### config.mk
export PLATFORM = sky130hd
export DESIGN_NAME = unisim_sram_b_11abits_arb
export DESIGN_NICKNAME = d
export VERILOG_FILES = /design/src/rtl/unisim_sram_b_11abits_arb.sv
export SDC_FILE = /design/constraint.sdc
export NUM_CORES = 1
export LEC_CHECK = 0
export BUFFER_PORTS_ARGS = -buffer_cell sky130_fd_sc_hd__buf_2
export CORE_UTILIZATION = 31
export DETAILED_ROUTE_END_ITERATION = 10
export GPL_ROUTABILITY_DRIVEN = 0
export MAX_ROUTING_LAYER = met4
export PLACE_DENSITY = 0.87
export RECOVER_POWER = 25
export SLEW_MARGIN = 20
export SYNTH_ARGS = -nofsm -noshare
export SYNTH_HDL_FRONTEND = slang
export SYNTH_SLANG_ARGS = --single-unit
### constraint.sdc
create_clock -name CLK -period 4.62 [get_ports CLK]
set_clock_uncertainty 0.1 [all_clocks]
set_input_delay 0.924 -clock CLK [delete_from_list [all_inputs] [get_ports CLK]]
set_output_delay 0.924 -clock CLK [all_outputs]
set_load 0.01 [all_outputs]
### src/rtl/unisim_sram_b_11abits_arb.sv
// Round-robin arbiter sharing one 2048x8 1w:1r SRAM among NREQ clients.
// Writes win same-address collisions; read data returns one cycle after grant, tagged by client.
module unisim_sram_b_11abits_arb #(
  parameter int unsigned NREQ = 2,
  parameter int unsigned IDW  = 1
) (
  input  logic              CLK,
  input  logic              RST,
  input  logic [NREQ-1:0]   wr_req,
  input  logic [NREQ*11-1:0] wr_addr,
  input  logic [NREQ*8-1:0] wr_data,
  input  logic [NREQ*8-1:0] wr_mask,
  output logic [NREQ-1:0]   wr_gnt,
  input  logic [NREQ-1:0]   rd_req,
  input  logic [NREQ*11-1:0] rd_addr,
  output logic [NREQ-1:0]   rd_gnt,
  output logic              rd_valid,
  output logic [IDW-1:0]    rd_id,
  output logic [7:0]        rd_data,
  output logic              CE0,
  output logic [10:0]       A0,
  output logic [7:0]        D0,
  output logic              WE0,
  output logic [7:0]        WEM0,
  output logic              CE1,
  output logic [10:0]       A1,
  input  logic [7:0]        Q1
);

  logic [IDW-1:0] r_wr_ptr;
  logic [IDW-1:0] r_rd_ptr;
  logic           r_rd_valid;
  logic [IDW-1:0] r_rd_id;

  logic           w_wr_hit;
  logic [IDW-1:0] w_wr_idx;
  logic           w_rd_hit;
  logic [IDW-1:0] w_rd_idx;
  logic [10:0]    w_wr_addr;
  logic [7:0]     w_wr_data;
  logic [7:0]     w_wr_mask;
  logic [10:0]    w_rd_addr;
  logic           w_wr_grant;
  logic           w_rd_block;
  logic           w_rd_grant;

  // Returns {hit, index}; descending scan so the lowest offset from ptr wins.
  function automatic logic [IDW:0] f_pick(input logic [NREQ-1:0] req,
                                          input logic [IDW-1:0]  ptr);
    logic [IDW:0]   res;
    int unsigned    c;
    logic [IDW-1:0] cidx;
    res = '0;
    for (int k = NREQ - 1; k >= 0; k--) begin
      c    = (int'(ptr) + k) % NREQ;
      cidx = IDW'(c);
      if (req[cidx]) res = {1'b1, cidx};
    end
    return res;
  endfunction

  function automatic logic [IDW-1:0] f_inc(input logic [IDW-1:0] idx);
    if (idx == IDW'(NREQ - 1)) return '0;
    return idx + 1'b1;
  endfunction

  always_comb begin
    {w_wr_hit, w_wr_idx} = f_pick(wr_req, r_wr_ptr);
    {w_rd_hit, w_rd_idx} = f_pick(rd_req, r_rd_ptr);
  end

  assign w_wr_addr = wr_addr[w_wr_idx*11 +: 11];
  assign w_wr_data = wr_data[w_wr_idx*8 +: 8];
  assign w_wr_mask = wr_mask[w_wr_idx*8 +: 8];
  assign w_rd_addr = rd_addr[w_rd_idx*11 +: 11];

  assign w_wr_grant = !RST && w_wr_hit;
  assign w_rd_block = w_wr_grant && (w_rd_addr == w_wr_addr);
  assign w_rd_grant = !RST && w_rd_hit && !w_rd_block;

  always_comb begin
    wr_gnt = '0;
    CE0    = 1'b0;
    WE0    = 1'b0;
    A0     = '0;
    D0     = '0;
    WEM0   = '0;
    if (w_wr_grant) begin
      wr_gnt[w_wr_idx] = 1'b1;
      CE0              = 1'b1;
      WE0              = 1'b1;
      A0               = w_wr_addr;
      D0               = w_wr_data;
      WEM0             = w_wr_mask;
    end
  end

  always_comb begin
    rd_gnt = '0;
    CE1    = 1'b0;
    A1     = '0;
    if (w_rd_grant) begin
      rd_gnt[w_rd_idx] = 1'b1;
      CE1              = 1'b1;
      A1               = w_rd_addr;
    end
  end

  always_ff @(posedge CLK or posedge RST) begin
    if (RST) begin
      r_wr_ptr   <= '0;
      r_rd_ptr   <= '0;
      r_rd_valid <= 1'b0;
      r_rd_id    <= '0;
    end else begin
      if (w_wr_grant) r_wr_ptr <= f_inc(w_wr_idx);
      if (w_rd_grant) begin
        r_rd_ptr <= f_inc(w_rd_idx);
        r_rd_id  <= w_rd_idx;
      end
      r_rd_valid <= w_rd_grant;
    end
  end

  assign rd_valid = r_rd_valid;
  assign rd_id    = r_rd_id;
  assign rd_data  = r_rd_valid ? Q1 : 8'h00;

`ifndef SYNTHESIS
  always @(posedge CLK) begin
    if (!RST && CE0 && WE0 && CE1 && (A0 == A1)) begin
      $display("unisim_sram_b_11abits_arb: write/read same-address collision at %h", A0);
      $finish;
    end
  end
`endif

endmodule

==> flow_summary.yaml, run 1 <==
outcome:
  run_status: "finished clean"
clock_network:
  cts_max_level: 1
  cts_tree: "yes"
  clkTransAtPathRegs_ns: 0.04
  cts-buffers-inserted: 3
  clk_latency_ns: 0.23
  postCtsSetupBuffers: 0
  cts.path.max_buffers: 2
  root_buffer: "sky130_fd_sc_hd__clkbuf_4"
  number_of_buffers_inserted_for_hold_repair_after_clock_tree_synthesis: 0
  cts_repair_resize_count: 0
  cts.sinks: 4
die:
  dieHeight_um: 55.9
  core.rowCount: 19
  floorplan.core_area_um2: 2760
  floorplan.die.width_um: 55.9
  initial_core_util: 0.327
  top_level_ports: 145
  fp.dieArea_um2: 3130
power:
  total_leakage_power_nw: 1.03
  vdd_ir_drop_max_mv: 0.158
  power-per-cell-area_nw_per_um2: 166
synth:
  synth.ff_latch_count: 4
  seq_total_area_yosys: 0.111
  netlist_instances: 114
  synth_unique_cells: 18
  synth_compound_gate_area_share: 0.208
  warning_count_from_the_yosys_run: 0
  postSynthNetCount: 204
  synth_top_family_by_area: "multiplexers"
  synth-adder-area-share: 0
  syn_std_cell_area_um2: 902
  post_synth_simple_gate_area: 0.227
  syn_area_per_cell_um2: 7.91
  synth_xor_xnor_area_share: 0.107
  synthMuxAreaShare: 0.272
layout:
  post_route_cells_drive_above_1_share: 0.561
  count_of_antenna_diodes_in_the_layout: 0
  area_delta_synth_final_pct: 81.4
  layout.cells.most_common: "sky130_fd_sc_hd__buf_2"
  mostFrequentLayoutCells: "sky130_fd_sc_hd__buf_2 (133), sky130_fd_sc_hd__nor2_1 (28), sky130_fd_sc_hd__mux2i_1 (23), sky130_fd_sc_hd__a22o_1 (16)"
  num-nets-final: 347
  fin_area_um2: 1640
min_path:
  hold_start: "r_rd_ptr$_DFFE_PP0P_"
  min-delay-path-class: "flop to flop"
sta:
  fin_crit_sh: 0.867
  tns_ns: 0
  setup_violations: 0
  total_count_of_max_transition_violations_in_the_final_report: 0
  final_critical_delay_including_setup_and_external_delays_ns: 4.01
  grt_setup_unrepaired: "no"
  tightest_slew_ns: 1.10
  maximum_frequency_from_static_timing_analysis_ghz: 0.250
  relSlewSlack: 0.264
  final-hold-violation-count: 0
placement:
  placed_area_um2: 1630
  io_buffer_count: 144
  dp.final_hpwl_um: 2860
global_route:
  grt.total_usage: 0.215
  vias_in_the_first_global_route: 1218
  grt_max_degree: 19
  grt_first_pass_wirelength_um: 5410
  antenna_violations_before_repair: 0
  globalRoute.totalOverflow: 0
drt:
  detail-route-antenna-nets: 0
  viasPerCell: 4.73
  wire_per_inst_um: 11.6
  route.detailed.drc: 0
  detail_route.wirelength_um: 3320
  detailedRoute.firstPassIterationCount: 4
  drt_iter0_drc: 39
  vias: 1353
critical_path:
  cp-start-kind: "primary input"
  crit_path_max_fanout: 13
  worst_endpoint_required_time_ns: 3.60
  cp-startpoint: "wr_req[0]"
  cp-end-kind: "output pin"
  rr_startpoint: "r_wr_ptr$_DFFE_PP0P_"
  cp_data_arrival_time_ns: 2.98
  setup.worst_path.class: "primary input to output pin"
run:
  timing.max_cap.violations: 0
-- metrics by stage --
stage	util	worst slack, ns	hold WS [ns]	power [mW]	instances
after floorplan	-	1.07	0.382	0.155	114
after global placement	0.590	0.637	0.405	0.229	283
after detailed placement	0.590	0.592	0.405	0.231	283
after CTS	0.598	0.579	0.415	0.277	286
after global routing	0.593	0.413	0.441	0.294	286
final	0.593	0.614	0.422	0.272	286
-- layer usage --
metal,wire [um],track usage,vias to the layer above,share of wire
li1,-,-,682,-
met1,1360,0.259,596,0.41
met2,1700,0.386,73,0.51
met3,250,0.0302,2,0.075
met4,12,0.0383,0,0.0036
met5,0,-,-,0
-- layout make-up --
| type | count | area [um^2] |
|---|---|---|
| multi-input combinational | 97 | 734 |
| sequential | 4 | 100 |
| tap | 31 | 38.8 |
| fill | 282 | 1120 |
| inverter | 5 | 18.8 |
| timing repair buffer | 146 | 722 |
| clock buffer | 3 | 22.5 |
-- path summary, 6_finish.rpt --
path	to	slack, ns	cells past startpoint
setup / recovery	A1[2]	0.61	10
hold / removal	r_rd_ptr$_DFFE_PP0P_	0.42	1
setup reg to reg	r_rd_ptr$_DFFE_PP0P_	2.15	6
hold reg to reg	r_rd_ptr$_DFFE_PP0P_	0.42	1
max in group asynchronous	rd_valid$_DFF_PP0_	3.77	2
min in group asynchronous	r_rd_ptr$_DFFE_PP0P_	0.49	2
-- where the power goes --
group	switching [mW]	internal [mW]	leakage, nW	total [mW]
Combinational	0.0911	0.0938	0.971	0.185
Sequential	0.00411	0.0400	0.0467	0.0441
Clock	0.0142	0.0291	0.0138	0.0433
Total	0.109	0.163	1.03	0.272
-- worst max-delay path, stage by stage --
cell                      delay (ns)
sky130_fd_sc_hd__buf_2          0.08
sky130_fd_sc_hd__inv_1          0.05
sky130_fd_sc_hd__o21ai_4        0.42
sky130_fd_sc_hd__mux2i_1        0.32
sky130_fd_sc_hd__xnor2_1        0.16
sky130_fd_sc_hd__nand4_1        0.17
sky130_fd_sc_hd__o31ai_4        0.40
sky130_fd_sc_hd__buf_4          0.25
sky130_fd_sc_hd__nor2_1         0.05
sky130_fd_sc_hd__buf_2          0.14
-- state kept, by name (all words and copies together), names as in the netlist --
register  flops
r_wr_ptr      1
rd_id         1
rd_valid      1
r_rd_ptr      1
-- cell families after synthesis --
logic type / count (synthesis)
buffers and inverters: 13
multiplexers: 24
AO/OA/AOI/OAI: 20
XOR/XNOR: 11
flip-flops: 4
AND/OR/NAND/NOR: 42
-- synth_stat cells, drive strengths merged --
| library cell | n | area, um^2 |
|---|---|---|
| and2 | 9 | 56.3 |
| mux2i | 23 | 230 |
| nand2 | 1 | 11.3 |
| nor2 | 28 | 105 |
| mux2 | 1 | 15.0 |
| clkbuf | 4 | 15.0 |
| inv | 5 | 18.8 |
| buf | 4 | 33.8 |
| nand2b | 1 | 13.8 |
| nand4 | 3 | 18.8 |
| o21ai | 2 | 21.3 |
| dfrtp | 4 | 100 |
| xnor2 | 11 | 96.3 |
| a22o | 16 | 140 |
| o31ai | 1 | 21.3 |
| a21oi | 1 | 5.00 |
Power figures use the tool's default switching activity.
==> run 2: changes to the inputs <==
- CORE_ASPECT_RATIO: unset -> 0.8
==> run 2 against run 1 <==
Net effect: sequential share of layout area is 0.060 points lower; wire length hardly changed; worst hold slack worse by 0.0055 ns; largest power group unchanged; via count is 0.37% lower; flip-flop and latch count stayed put.
==> flow_summary.yaml, run 2 (synthesized netlist as in run 1, its figures left out) <==
critical_path:
  slowest_delay_ns: 0.61
  cp-start-kind: "primary input"
  crit_path_max_fanout: 15
  cp-end-kind: "output pin"
  cp_data_arrival_time_ns: 3.06
  worstRegToRegCells: 7
  critical_path.cell_chain: "buf_2 > inv_1 > o21ai_4 > mux2i_1 > xnor2_1 > nand4_1 > o31ai_4 > inv_1 > buf_2"
  worst-path-stages: 9
  cpLargestDelayFamily: "compound AO/OA/AOI/OAI gates"
  slowest_stage: "sky130_fd_sc_hd__o31ai_4"
  setup.worst_path.class: "primary input to output pin"
  worst_endpoint_required_time_ns: 3.60
  worst-path-buf-inv: 4
clock_network:
  cts.sinks: 4
  clk_latency_ns: 0.23
  postCtsSetupBuffers: 0
  cts.path.max_buffers: 2
  cts-buffers-inserted: 3
  cts_repair_resize_count: 0
  root_buffer: "sky130_fd_sc_hd__clkbuf_4"
  clkTransAtPathRegs_ns: 0.04
  number_of_buffers_inserted_for_hold_repair_after_clock_tree_synthesis: 0
  cts_max_level: 1
  cts_tree: "yes"
sta:
  setup_violations: 0
  final-hold-violation-count: 0
  maximum_frequency_from_static_timing_analysis_ghz: 0.245
  fin_crit_sh: 0.884
  finalHoldWorstSlack_ns: 0.417
  finalWorstSetupSlack_ns: 0.538
  tns_ns: 0
  tightest_slew_ns: 0.611
  total_count_of_max_transition_violations_in_the_final_report: 0
  relSlewSlack: 0.593
  final_critical_delay_including_setup_and_external_delays_ns: 4.08
  grt_setup_unrepaired: "no"
layout:
  mostFrequentLayoutCells: "sky130_fd_sc_hd__buf_2 (133), sky130_fd_sc_hd__nor2_1 (28), sky130_fd_sc_hd__mux2i_1 (23), sky130_fd_sc_hd__a22o_1 (16)"
  num-nets-final: 348
  final_cell_count_no_fill: 294
  multi_input_area_um2: 734
  count_of_antenna_diodes_in_the_layout: 0
  fin_area_um2: 1650
  layout.core_utilization: 0.598
  layout.cells.most_common: "sky130_fd_sc_hd__buf_2"
  post_route_cells_drive_above_1_share: 0.563
  filler_cell_count: 277
  seq_area_um2: 100
  area_delta_synth_final_pct: 83.2
die:
  core.rowCount: 17
  floorplan.die.width_um: 62.3
  floorplan.core_area_um2: 2770
  initial_core_util: 0.326
  top_level_ports: 145
  fp.dieArea_um2: 3130
  dieHeight_um: 50.3
drt:
  wire_per_inst_um: 11.3
  detailedRoute.firstPassIterationCount: 6
  drt_iter0_drc: 53
  vias: 1348
  viasPerCell: 4.59
  route.detailed.drc: 0
  detail-route-antenna-nets: 0
  detail_route.wirelength_um: 3310
placement:
  placed_area_um2: 1640
  io_buffer_count: 144
  dp_slack_ns: 0.524
  dp.final_hpwl_um: 2830
  placed_cells_incl_taps: 291
min_path:
  timing.hold.worst_path_depth: 1
  min-delay-path-class: "flop to flop"
outcome:
  run_status: "finished clean"
power:
  vdd_ir_drop_max_mv: 0.0757
  total_leakage_power_nw: 1.04
  power-per-cell-area_nw_per_um2: 165
  power_mw: 0.273
global_route:
  vias_in_the_first_global_route: 1226
  globalRoute.totalOverflow: 0
  grt_max_degree: 19
  grt_first_pass_wirelength_um: 5150
  antenna_violations_before_repair: 0
  grt.total_usage: 0.206
run:
  timing.max_cap.violations: 0
[run 2: per-layer routing]
| layer | track usage | vias up | share of wire |
|---|---|---|---|
| met2 | 0.386 | 59 | 0.52 |
| met1 | 0.234 | 603 | 0.41 |
| li1 | - | 682 | - |
| met3 | 0.0273 | 4 | 0.067 |
| met5 | - | - | 0 |
| met4 | 0.0465 | 0 | 0.0063 |
[run 2: area by class of cell]
type,instances,share of cell area
multi-input combinational,97,0.444
timing repair buffer,147,0.441
sequential,4,0.0606
tap,38,0.0288
clock buffer,3,0.0136
inverter,5,0.0114
[run 2: where the power goes]
group / internal [mW] / leakage (nW) / total [mW] / switching, mW
sequential: 0.0399 / 0.0467 / 0.0438 / 0.00387
combinational: 0.0944 / 0.976 / 0.186 / 0.0916
clock: 0.0290 / 0.0138 / 0.0429 / 0.0139
[run 2: final timing paths]
path	slack, ns	endpoint	startpoint
min reg2reg	0.42	r_rd_ptr$_DFFE_PP0P_	r_rd_ptr$_DFFE_PP0P_
max reg2reg	1.71	r_rd_ptr$_DFFE_PP0P_	r_wr_ptr$_DFFE_PP0P_
min in group asynchronous	0.51	r_wr_ptr$_DFFE_PP0P_	RST
min	0.42	r_rd_ptr$_DFFE_PP0P_	r_rd_ptr$_DFFE_PP0P_
max	0.54	CE1	wr_req[0]
max in group asynchronous	3.74	rd_valid$_DFF_PP0_	RST
